`src/rtl/split_join_ctrl_if.sv`:
```
// Handshake/bus bundle for split_join_ctrl: request, response and stack ports.
// slave = controller view, master = requester/scheduler/stack view.
interface split_join_ctrl_if #(
  parameter int NUM_WARPS   = 4,
  parameter int NUM_THREADS = 4,
  parameter int PC_BITS     = 32,
  parameter int DEPTH       = 4
);
  localparam int NW_WIDTH = (NUM_WARPS > 1) ? $clog2(NUM_WARPS) : 1;
  localparam int ADDRW    = (DEPTH > 1) ? $clog2(DEPTH) : 1;
  localparam int ENTRYW   = 2 * NUM_THREADS + PC_BITS;

  logic                       req_valid;
  logic                       req_ready;
  logic                       req_is_join;
  logic [NW_WIDTH-1:0]        req_wid;
  logic [NUM_THREADS-1:0]     req_tmask;
  logic [NUM_THREADS-1:0]     req_taken;
  logic [PC_BITS-1:0]         req_else_pc;
  logic [PC_BITS-1:0]         req_join_pc;
  logic [ADDRW-1:0]           req_stack_ptr;

  logic                       rsp_valid;
  logic [NW_WIDTH-1:0]        rsp_wid;
  logic [NUM_THREADS-1:0]     rsp_tmask;
  logic                       rsp_pc_en;
  logic [PC_BITS-1:0]         rsp_pc;
  logic [ADDRW-1:0]           rsp_stack_ptr;

  logic                       stk_push;
  logic                       stk_pop;
  logic [NW_WIDTH-1:0]        stk_wid;
  logic [ENTRYW-1:0]          stk_d_val;
  logic [ADDRW-1:0]           stk_rd_ptr;
  logic [ENTRYW-1:0]          stk_q_val;
  logic                       stk_q_idx;
  logic [NUM_WARPS*ADDRW-1:0] stk_wr_ptr;
  logic                       stk_full;

  modport slave (
    input  req_valid, req_is_join, req_wid, req_tmask,
    input  req_taken, req_else_pc, req_join_pc, req_stack_ptr,
    output req_ready,
    output rsp_valid, rsp_wid, rsp_tmask, rsp_pc_en, rsp_pc,
    output rsp_stack_ptr,
    output stk_push, stk_pop, stk_wid, stk_d_val, stk_rd_ptr,
    input  stk_q_val, stk_q_idx, stk_wr_ptr, stk_full
  );

  modport master (
    output req_valid, req_is_join, req_wid, req_tmask,
    output req_taken, req_else_pc, req_join_pc, req_stack_ptr,
    input  req_ready,
    input  rsp_valid, rsp_wid, rsp_tmask, rsp_pc_en, rsp_pc,
    input  rsp_stack_ptr,
    input  stk_push, stk_pop, stk_wid, stk_d_val, stk_rd_ptr,
    output stk_q_val, stk_q_idx, stk_wr_ptr, stk_full
  );
endinterface

```
`src/rtl/split_join_ctrl.sv`:
```
// SPLIT/JOIN control in front of the per-warp IPDOM stack.
// Ports: clk, reset (async high), bus (slave modport), overflow_err (sticky).
module split_join_ctrl #(
  parameter int NUM_WARPS   = 4,
  parameter int NUM_THREADS = 4,
  parameter int PC_BITS     = 32,
  parameter int DEPTH       = 4
) (
  input  logic              clk,
  input  logic              reset,
  split_join_ctrl_if.slave  bus,
  output logic              overflow_err
);
  localparam int NW_WIDTH = (NUM_WARPS > 1) ? $clog2(NUM_WARPS) : 1;
  localparam int ADDRW    = (DEPTH > 1) ? $clog2(DEPTH) : 1;
  localparam int NT       = NUM_THREADS;

  typedef enum logic {
    S_IDLE,
    S_JOIN_WAIT
  } state_t;

  state_t r_state;
  state_t w_state_nxt;

  logic                  w_ready;
  logic                  w_push;
  logic                  w_pop;
  logic                  w_split;
  logic                  w_div;
  logic [NT-1:0]         w_else;
  logic [NT-1:0]         w_q_orig;
  logic [NT-1:0]         w_q_else;
  logic [PC_BITS-1:0]    w_q_pc;

  logic [NUM_WARPS-1:0][ADDRW-1:0] w_wr_ptrs;

  logic                  r_rsp_valid;
  logic [NW_WIDTH-1:0]   r_rsp_wid;
  logic [NT-1:0]         r_rsp_tmask;
  logic                  r_rsp_pc_en;
  logic [PC_BITS-1:0]    r_rsp_pc;
  logic [ADDRW-1:0]      r_rsp_ptr;
  logic                  r_ovf;
  logic [NW_WIDTH-1:0]   r_jwid;
  logic [PC_BITS-1:0]    r_jpc;

  assign w_wr_ptrs = bus.stk_wr_ptr;
  assign w_else    = bus.req_tmask & ~bus.req_taken;
  assign w_div     = (|bus.req_taken) & (|w_else);
  assign w_split   = w_ready & bus.req_valid & ~bus.req_is_join;

  assign w_q_orig  = bus.stk_q_val[PC_BITS+2*NT-1 -: NT];
  assign w_q_else  = bus.stk_q_val[PC_BITS+NT-1 -: NT];
  assign w_q_pc    = bus.stk_q_val[PC_BITS-1:0];

  always_ff @(posedge clk or posedge reset) begin
    if (reset) r_state <= S_IDLE;
    else       r_state <= w_state_nxt;
  end

  always_comb begin
    w_state_nxt = r_state;
    w_ready     = 1'b0;
    w_push      = 1'b0;
    w_pop       = 1'b0;
    unique case (r_state)
      S_IDLE: begin
        w_ready = 1'b1;
        if (bus.req_valid) begin
          if (bus.req_is_join) begin
            w_pop       = 1'b1;
            w_state_nxt = S_JOIN_WAIT;
          end else begin
            // full stack: divergence is dropped, warp runs uniform
            w_push = w_div & ~bus.stk_full;
          end
        end
      end
      S_JOIN_WAIT: w_state_nxt = S_IDLE;
      default:     w_state_nxt = S_IDLE;
    endcase
  end

  always_ff @(posedge clk or posedge reset) begin
    if (reset) begin
      r_rsp_valid <= 1'b0;
      r_rsp_wid   <= '0;
      r_rsp_tmask <= '0;
      r_rsp_pc_en <= 1'b0;
      r_rsp_pc    <= '0;
      r_rsp_ptr   <= '0;
      r_ovf       <= 1'b0;
      r_jwid      <= '0;
      r_jpc       <= '0;
    end else begin
      r_rsp_valid <= 1'b0;
      if (w_pop) begin
        r_jwid <= bus.req_wid;
        r_jpc  <= bus.req_join_pc;
      end
      if (w_split) begin
        r_rsp_valid <= 1'b1;
        r_rsp_wid   <= bus.req_wid;
        r_rsp_tmask <= w_push ? bus.req_taken : bus.req_tmask;
        r_rsp_pc_en <= 1'b0;
        r_rsp_pc    <= '0;
        r_rsp_ptr   <= w_wr_ptrs[bus.req_wid];
        if (w_div && bus.stk_full) r_ovf <= 1'b1;
      end
      if (r_state == S_JOIN_WAIT) begin
        // first pop of an entry runs the else path, second restores orig
        r_rsp_valid <= 1'b1;
        r_rsp_wid   <= r_jwid;
        r_rsp_ptr   <= '0;
        if (bus.stk_q_idx) begin
          r_rsp_tmask <= w_q_orig;
          r_rsp_pc_en <= 1'b0;
          r_rsp_pc    <= r_jpc;
        end else begin
          r_rsp_tmask <= w_q_else;
          r_rsp_pc_en <= 1'b1;
          r_rsp_pc    <= w_q_pc;
        end
      end
    end
  end

  assign bus.req_ready     = w_ready;
  assign bus.stk_push      = w_push;
  assign bus.stk_pop       = w_pop;
  assign bus.stk_wid       = bus.req_wid;
  assign bus.stk_d_val     = {bus.req_tmask, w_else, bus.req_else_pc};
  assign bus.stk_rd_ptr    = bus.req_stack_ptr;
  assign bus.rsp_valid     = r_rsp_valid;
  assign bus.rsp_wid       = r_rsp_wid;
  assign bus.rsp_tmask     = r_rsp_tmask;
  assign bus.rsp_pc_en     = r_rsp_pc_en;
  assign bus.rsp_pc        = r_rsp_pc;
  assign bus.rsp_stack_ptr = r_rsp_ptr;
  assign overflow_err      = r_ovf;
endmodule

```
`src/flat_wrapper.sv`:
```
// flat-port wrapper written by rule: the top's interface ports become plain ports
module split_join_ctrl_flat 
#(
  parameter int NUM_WARPS   = 4,
  parameter int NUM_THREADS = 4,
  parameter int PC_BITS     = 32,
  parameter int DEPTH       = 4
)
  (clk, reset, overflow_err, bus_req_valid, bus_req_is_join, bus_req_wid, bus_req_tmask, bus_req_taken, bus_req_else_pc, bus_req_join_pc, bus_req_stack_ptr, bus_req_ready, bus_rsp_valid, bus_rsp_wid, bus_rsp_tmask, bus_rsp_pc_en, bus_rsp_pc, bus_rsp_stack_ptr, bus_stk_push, bus_stk_pop, bus_stk_wid, bus_stk_d_val, bus_stk_rd_ptr, bus_stk_q_val, bus_stk_q_idx, bus_stk_wr_ptr, bus_stk_full);
  split_join_ctrl_if #(.NUM_WARPS(NUM_WARPS), .NUM_THREADS(NUM_THREADS), .PC_BITS(PC_BITS), .DEPTH(DEPTH)) bus_i ();
  input  logic clk;
  input  logic reset;
  output logic overflow_err;
  input wire logic [$bits(bus_i.req_valid)-1:0] bus_req_valid;
  input wire logic [$bits(bus_i.req_is_join)-1:0] bus_req_is_join;
  input wire logic [$bits(bus_i.req_wid)-1:0] bus_req_wid;
  input wire logic [$bits(bus_i.req_tmask)-1:0] bus_req_tmask;
  input wire logic [$bits(bus_i.req_taken)-1:0] bus_req_taken;
  input wire logic [$bits(bus_i.req_else_pc)-1:0] bus_req_else_pc;
  input wire logic [$bits(bus_i.req_join_pc)-1:0] bus_req_join_pc;
  input wire logic [$bits(bus_i.req_stack_ptr)-1:0] bus_req_stack_ptr;
  output wire logic [$bits(bus_i.req_ready)-1:0] bus_req_ready;
  output wire logic [$bits(bus_i.rsp_valid)-1:0] bus_rsp_valid;
  output wire logic [$bits(bus_i.rsp_wid)-1:0] bus_rsp_wid;
  output wire logic [$bits(bus_i.rsp_tmask)-1:0] bus_rsp_tmask;
  output wire logic [$bits(bus_i.rsp_pc_en)-1:0] bus_rsp_pc_en;
  output wire logic [$bits(bus_i.rsp_pc)-1:0] bus_rsp_pc;
  output wire logic [$bits(bus_i.rsp_stack_ptr)-1:0] bus_rsp_stack_ptr;
  output wire logic [$bits(bus_i.stk_push)-1:0] bus_stk_push;
  output wire logic [$bits(bus_i.stk_pop)-1:0] bus_stk_pop;
  output wire logic [$bits(bus_i.stk_wid)-1:0] bus_stk_wid;
  output wire logic [$bits(bus_i.stk_d_val)-1:0] bus_stk_d_val;
  output wire logic [$bits(bus_i.stk_rd_ptr)-1:0] bus_stk_rd_ptr;
  input wire logic [$bits(bus_i.stk_q_val)-1:0] bus_stk_q_val;
  input wire logic [$bits(bus_i.stk_q_idx)-1:0] bus_stk_q_idx;
  input wire logic [$bits(bus_i.stk_wr_ptr)-1:0] bus_stk_wr_ptr;
  input wire logic [$bits(bus_i.stk_full)-1:0] bus_stk_full;
  assign bus_i.req_valid = bus_req_valid;
  assign bus_i.req_is_join = bus_req_is_join;
  assign bus_i.req_wid = bus_req_wid;
  assign bus_i.req_tmask = bus_req_tmask;
  assign bus_i.req_taken = bus_req_taken;
  assign bus_i.req_else_pc = bus_req_else_pc;
  assign bus_i.req_join_pc = bus_req_join_pc;
  assign bus_i.req_stack_ptr = bus_req_stack_ptr;
  assign bus_req_ready = bus_i.req_ready;
  assign bus_rsp_valid = bus_i.rsp_valid;
  assign bus_rsp_wid = bus_i.rsp_wid;
  assign bus_rsp_tmask = bus_i.rsp_tmask;
  assign bus_rsp_pc_en = bus_i.rsp_pc_en;
  assign bus_rsp_pc = bus_i.rsp_pc;
  assign bus_rsp_stack_ptr = bus_i.rsp_stack_ptr;
  assign bus_stk_push = bus_i.stk_push;
  assign bus_stk_pop = bus_i.stk_pop;
  assign bus_stk_wid = bus_i.stk_wid;
  assign bus_stk_d_val = bus_i.stk_d_val;
  assign bus_stk_rd_ptr = bus_i.stk_rd_ptr;
  assign bus_i.stk_q_val = bus_stk_q_val;
  assign bus_i.stk_q_idx = bus_stk_q_idx;
  assign bus_i.stk_wr_ptr = bus_stk_wr_ptr;
  assign bus_i.stk_full = bus_stk_full;
  split_join_ctrl #(.NUM_WARPS(NUM_WARPS), .NUM_THREADS(NUM_THREADS), .PC_BITS(PC_BITS), .DEPTH(DEPTH)) u_core (.clk(clk), .reset(reset), .bus(bus_i), .overflow_err(overflow_err));
endmodule
```
`config.mk`:
```
export PLATFORM = sky130hd
export DESIGN_NAME = split_join_ctrl_flat
export DESIGN_NICKNAME = d
export VERILOG_FILES = /design/src/rtl/split_join_ctrl_if.sv /design/src/rtl/split_join_ctrl.sv /design/src/flat_wrapper.sv
export SDC_FILE = /design/constraint.sdc
export NUM_CORES = 1
export LEC_CHECK = 0
export ABC_AREA = 0
export BUFFER_PORTS_ARGS = -buffer_cell sky130_fd_sc_hd__clkbuf_2
export CORE_ASPECT_RATIO = 0.75
export CORE_UTILIZATION = 44
export DETAILED_ROUTE_END_ITERATION = 8
export PLACE_DENSITY = 0.81
export SKIP_LAST_GASP = 1
export SYNTH_ARGS = -nofsm -noshare
export SYNTH_HDL_FRONTEND = slang
export SYNTH_SLANG_ARGS = --single-unit
```
`constraint.sdc`:
```
create_clock -name clk -period 2.82 [get_ports clk]
set_input_delay 0.282 -clock clk [delete_from_list [all_inputs] [get_ports clk]]
set_output_delay 0.282 -clock clk [all_outputs]
set_load 0.01 [all_outputs]
```
==> run_summary.xml <==
<?xml version="1.0" encoding="UTF-8"?>
<metrics>
  <group name="critical_path">
    <metric name="r2r_slack" unit="ps">930</metric>
    <metric name="critical_path_buf_inv_count" unit="">1</metric>
    <metric name="worst_path_dominant_cell_family" unit="">simple AND/OR/NAND/NOR gates</metric>
    <metric name="path_cells" unit="">or4_4 -&gt; nor2_2 -&gt; clkbuf_2</metric>
    <metric name="path_class" unit="">reg -&gt; out</metric>
    <metric name="worst_setup_path_end_kind" unit="">output pin</metric>
    <metric name="critPathLaunchType" unit="">register</metric>
    <metric name="crit_arrival" unit="ps">1840</metric>
    <metric name="critical_path.max_stage_delay" unit="ps">590</metric>
    <metric name="critical_path_peak_fanout" unit="">11</metric>
    <metric name="timing.critical_path.required" unit="ps">2540</metric>
    <metric name="worst_r2r_startpoint" unit="">u_core.r_state</metric>
    <metric name="regToRegEndpoint" unit="">u_core.bus.rsp_pc[9]</metric>
    <metric name="r2r_worst_path_depth" unit="">4</metric>
    <metric name="cell_with_the_biggest_individual_delay_on_the_critical_path" unit="">sky130_fd_sc_hd__or4_4</metric>
  </group>
  <group name="global_routing">
    <metric name="overflow" unit="">0</metric>
    <metric name="via_count_of_the_first_global_routing_pass" unit="">2736</metric>
    <metric name="grt_usage" unit="%">19.8</metric>
    <metric name="grt_antenna_before_repair" unit="">0</metric>
    <metric name="maximum_number_of_pins_on_one_net_before_global_route_repair" unit="">79</metric>
    <metric name="grt_first_pass_wirelength" unit="um">13100</metric>
  </group>
  <group name="drt">
    <metric name="wl_per_cell" unit="um">15.4</metric>
    <metric name="sum_of_routed_wire_length_over_all_layers" unit="um">8400</metric>
    <metric name="post_drt_via_cell_ratio" unit="">5.09</metric>
    <metric name="drt_pass1_iterations" unit="">4</metric>
    <metric name="drc_violations_left" unit="">0</metric>
    <metric name="route.vias.total" unit="">2781</metric>
    <metric name="drt-initial-drc-count" unit="">113</metric>
    <metric name="drtAntennaViolNets" unit="">0</metric>
  </group>
  <group name="timing">
    <metric name="fin_setup_tns" unit="ps">0</metric>
    <metric name="worst-slew-pin-transition" unit="ps">930</metric>
    <metric name="setup-violations-final" unit="">0</metric>
    <metric name="drv_slew" unit="">0</metric>
    <metric name="slew_headroom" unit="%">37.9</metric>
    <metric name="fmax" unit="MHz">472</metric>
    <metric name="final.setup.worst_slack" unit="ps">701</metric>
    <metric name="rsz0062_at_grt" unit="">no</metric>
    <metric name="timing.clock.skew" unit="ps">7.85</metric>
    <metric name="final_min_period_over_clock_period" unit="%">75.1</metric>
    <metric name="hold_violation_count_in_the_final_report" unit="">0</metric>
    <metric name="final_period_demand_of_the_worst_path" unit="ps">2120</metric>
  </group>
  <group name="yosys">
    <metric name="syn-num-nets" unit="">453</metric>
    <metric name="synth_area_per_cell" unit="sq um">11.5</metric>
    <metric name="ys_dominant_reg_cell" unit="">sky130_fd_sc_hd__dfrtp_1</metric>
    <metric name="post_synthesis_sequential_element_count" unit="">78</metric>
    <metric name="netlist-cell-type-count" unit="">28</metric>
    <metric name="synthesis.instances" unit="">323</metric>
    <metric name="synth_top_cells_by_area" unit="">sky130_fd_sc_hd__dfrtp_1 53%, sky130_fd_sc_hd__mux2_2 10%, sky130_fd_sc_hd__mux2i_1 10%</metric>
    <metric name="synth.yosys.warnings" unit="">0</metric>
    <metric name="synth-async-reset-ratio" unit="%">100</metric>
    <metric name="synthTopCellsByCount" unit="">78 x sky130_fd_sc_hd__dfrtp_1, 40 x sky130_fd_sc_hd__buf_4, 40 x sky130_fd_sc_hd__nand2_1</metric>
    <metric name="area_of_the_mapped_netlist" unit="sq um">3720</metric>
    <metric name="synthDominantAreaCellType" unit="">sky130_fd_sc_hd__dfrtp_1</metric>
    <metric name="synth_enable_flop_cells" unit="">0</metric>
    <metric name="netlist.area_leader.share" unit="%">52.5</metric>
    <metric name="synth-seq-area-share" unit="%">52.5</metric>
    <metric name="synthMostInstantiatedCell" unit="">sky130_fd_sc_hd__dfrtp_1</metric>
  </group>
  <group name="clocking">
    <metric name="h_tree_depth_reported_by_cts" unit="">3</metric>
    <metric name="tritoncts_clock_tree" unit="">yes</metric>
    <metric name="clkSinkCount" unit="">78</metric>
    <metric name="cts-root-to-sink-buffers" unit="">2</metric>
    <metric name="insertion_delay" unit="ps">350</metric>
    <metric name="clockRootBuffer" unit="">sky130_fd_sc_hd__clkbuf_8</metric>
    <metric name="clkSlewWorstSetupHoldPaths" unit="ps">80</metric>
    <metric name="post_cts.repair.setup_buffers" unit="">0</metric>
    <metric name="cts_hold_repair.buffers" unit="">1</metric>
    <metric name="cts_buffers" unit="">9</metric>
    <metric name="cts_repair_resize_count" unit="">0</metric>
  </group>
  <group name="die">
    <metric name="fp.coreArea" unit="sq um">8020</metric>
    <metric name="placement_rows" unit="">28</metric>
    <metric name="die-width" unit="um">108</metric>
    <metric name="initial_utilization" unit="%">46.3</metric>
    <metric name="floorplan.io_pins" unit="">220</metric>
    <metric name="dieHeight" unit="um">81.6</metric>
    <metric name="floorplan.die_area" unit="sq um">8820</metric>
  </group>
  <group name="layout">
    <metric name="final_non_filler_cells" unit="">546</metric>
    <metric name="diodes" unit="">0</metric>
    <metric name="drive_above_1_share" unit="%">48.8</metric>
    <metric name="syn2layout_area_growth" unit="%">22.6</metric>
    <metric name="num-nets-final" unit="">566</metric>
  </group>
  <group name="place">
    <metric name="port-buffer-count" unit="">151</metric>
    <metric name="post-place-cells" unit="">529</metric>
    <metric name="preCtsSetupSlack" unit="ps">741</metric>
    <metric name="gp_congestion" unit="">0.778</metric>
    <metric name="detailedPlacementHpwl" unit="um">6220</metric>
  </group>
  <group name="pwr">
    <metric name="ir_drop" unit="uV">402</metric>
    <metric name="p_leak" unit="nW">2.34</metric>
    <metric name="pwr_density_cell" unit="nW/um^2">658</metric>
  </group>
  <group name="flow_run">
    <metric name="max_cap_viol_count" unit="">0</metric>
  </group>
  <group name="worst_hold_path">
    <metric name="hold-path-endpoint" unit="">u_core.r_jpc[13]</metric>
    <metric name="worstHoldStart" unit="">bus_req_join_pc[13]</metric>
    <metric name="min_path_cells" unit="">2</metric>
    <metric name="class_of_the_most_critical_hold_timing_path" unit="">in -&gt; reg</metric>
  </group>
  <group name="run_status">
    <metric name="run_status" unit="">complete, no violations</metric>
  </group>
</metrics>
-- worst max path at each step --
stage	cells past startpoint	end	slack (ps)	startpoint
after floorplan	1	u_core.bus.rsp_pc[0]	540	reset
after global placement	6	u_core.bus.rsp_pc[8]	860	bus_req_valid
after detailed placement	6	u_core.bus.rsp_pc[9]	740	bus_req_valid
after CTS	3	bus_stk_push	680	u_core.r_state
after global routing	3	bus_stk_push	610	u_core.r_state
final	3	bus_stk_push	700	u_core.r_state
-- cell families after synthesis --
logic type / after synthesis / share of synthesized area (%)
simple gates: 62 / 7.68
flops: 78 / 52.5
mux: 74 / 21.8
compound gates: 49 / 7.37
buf+inv: 60 / 10.7
-- worst reg2reg max path: cells and delay by family (launching register included) --
family	cells	cell delay, ps
DFF	1	510
AOI/OAI and AO/OA	1	90
and+or+nand+nor	2	850
buffers and inverters	1	350
-- per-layer routing --
| metal | part of all wire (%) | GRT usage [%] | up-vias | wire, um |
|---|---|---|---|---|
| li1 | - | - | 1304 | - |
| met1 | 43 | 24.2 | 1339 | 3600 |
| met2 | 47 | 31.4 | 119 | 3950 |
| met3 | 8.1 | 7.78 | 19 | 679 |
| met4 | 2.0 | 8.63 | 0 | 171 |
| met5 | 0 | 0 | - | 0 |
-- cell type report --
cell class | instances | area [sq um]
inverters | 4 | 16.3
fillers | 715 | 3470
clock inverters | 6 | 134
flip-flops and latches | 78 | 1950
clock buffers | 10 | 128
well taps | 105 | 131
multi-input cells | 185 | 1370
repair buffers | 158 | 823
-- through the flow --
step | instance area (sq um) | util [%] | hold slack [ps] | total power, mW
final | 4560 | 56.8 | 155 | 3.00
after CTS | 4560 | 56.8 | 132 | 3.04
after global routing | 4560 | 56.8 | 132 | 3.17
after global placement | 4290 | 53.4 | 373 | 1.93
after floorplan | 3720 | - | 433 | 1.76
after detailed placement | 4290 | 53.4 | 377 | 1.96
-- sequential cells by signal, indices dropped and copies added (netlist names) --
| register | cells |
|---|---|
| u_core.r_jpc | 32 |
| u_core.bus.rsp_stack_ptr | 2 |
| u_core.r_state | 1 |
| u_core.bus.rsp_pc_en | 1 |
| u_core.bus.rsp_tmask | 4 |
| u_core.bus.rsp_pc | 32 |
| u_core.bus.rsp_wid | 2 |
| u_core.overflow_err | 1 |
| u_core.bus.rsp_valid | 1 |
| u_core.r_jwid | 2 |
-- layout by cell type (no fill, tap or decap), types with 2 or more instances in the layout --
cell | netlist | layout
sky130_fd_sc_hd__clkbuf_2 | 0 | 151
sky130_fd_sc_hd__dfrtp_1 | 78 | 78
sky130_fd_sc_hd__nand2_1 | 40 | 40
sky130_fd_sc_hd__mux2i_1 | 38 | 38
sky130_fd_sc_hd__mux2_2 | 34 | 34
sky130_fd_sc_hd__o21ai_0 | 34 | 34
sky130_fd_sc_hd__clkbuf_8 | 0 | 9
sky130_fd_sc_hd__o211ai_1 | 6 | 6
sky130_fd_sc_hd__nor2b_1 | 5 | 5
sky130_fd_sc_hd__a21oi_1 | 5 | 5
sky130_fd_sc_hd__buf_4 | 40 | 5
sky130_fd_sc_hd__nor2_1 | 4 | 4
sky130_fd_sc_hd__bufinv_16 | 0 | 4
sky130_fd_sc_hd__nand3_1 | 4 | 3
sky130_fd_sc_hd__inv_1 | 3 | 2
sky130_fd_sc_hd__nor2_2 | 2 | 2
sky130_fd_sc_hd__nor4_1 | 2 | 2
sky130_fd_sc_hd__mux4_2 | 2 | 2
sky130_fd_sc_hd__clkinv_2 | 0 | 2
-- power by group --
group          total [mW]  internal [mW]  switching (mW)
clock                1.07          0.678           0.394
sequential           1.39           1.29           0.101
combinational       0.537          0.272           0.265
(Power assumes the default switching activity.)
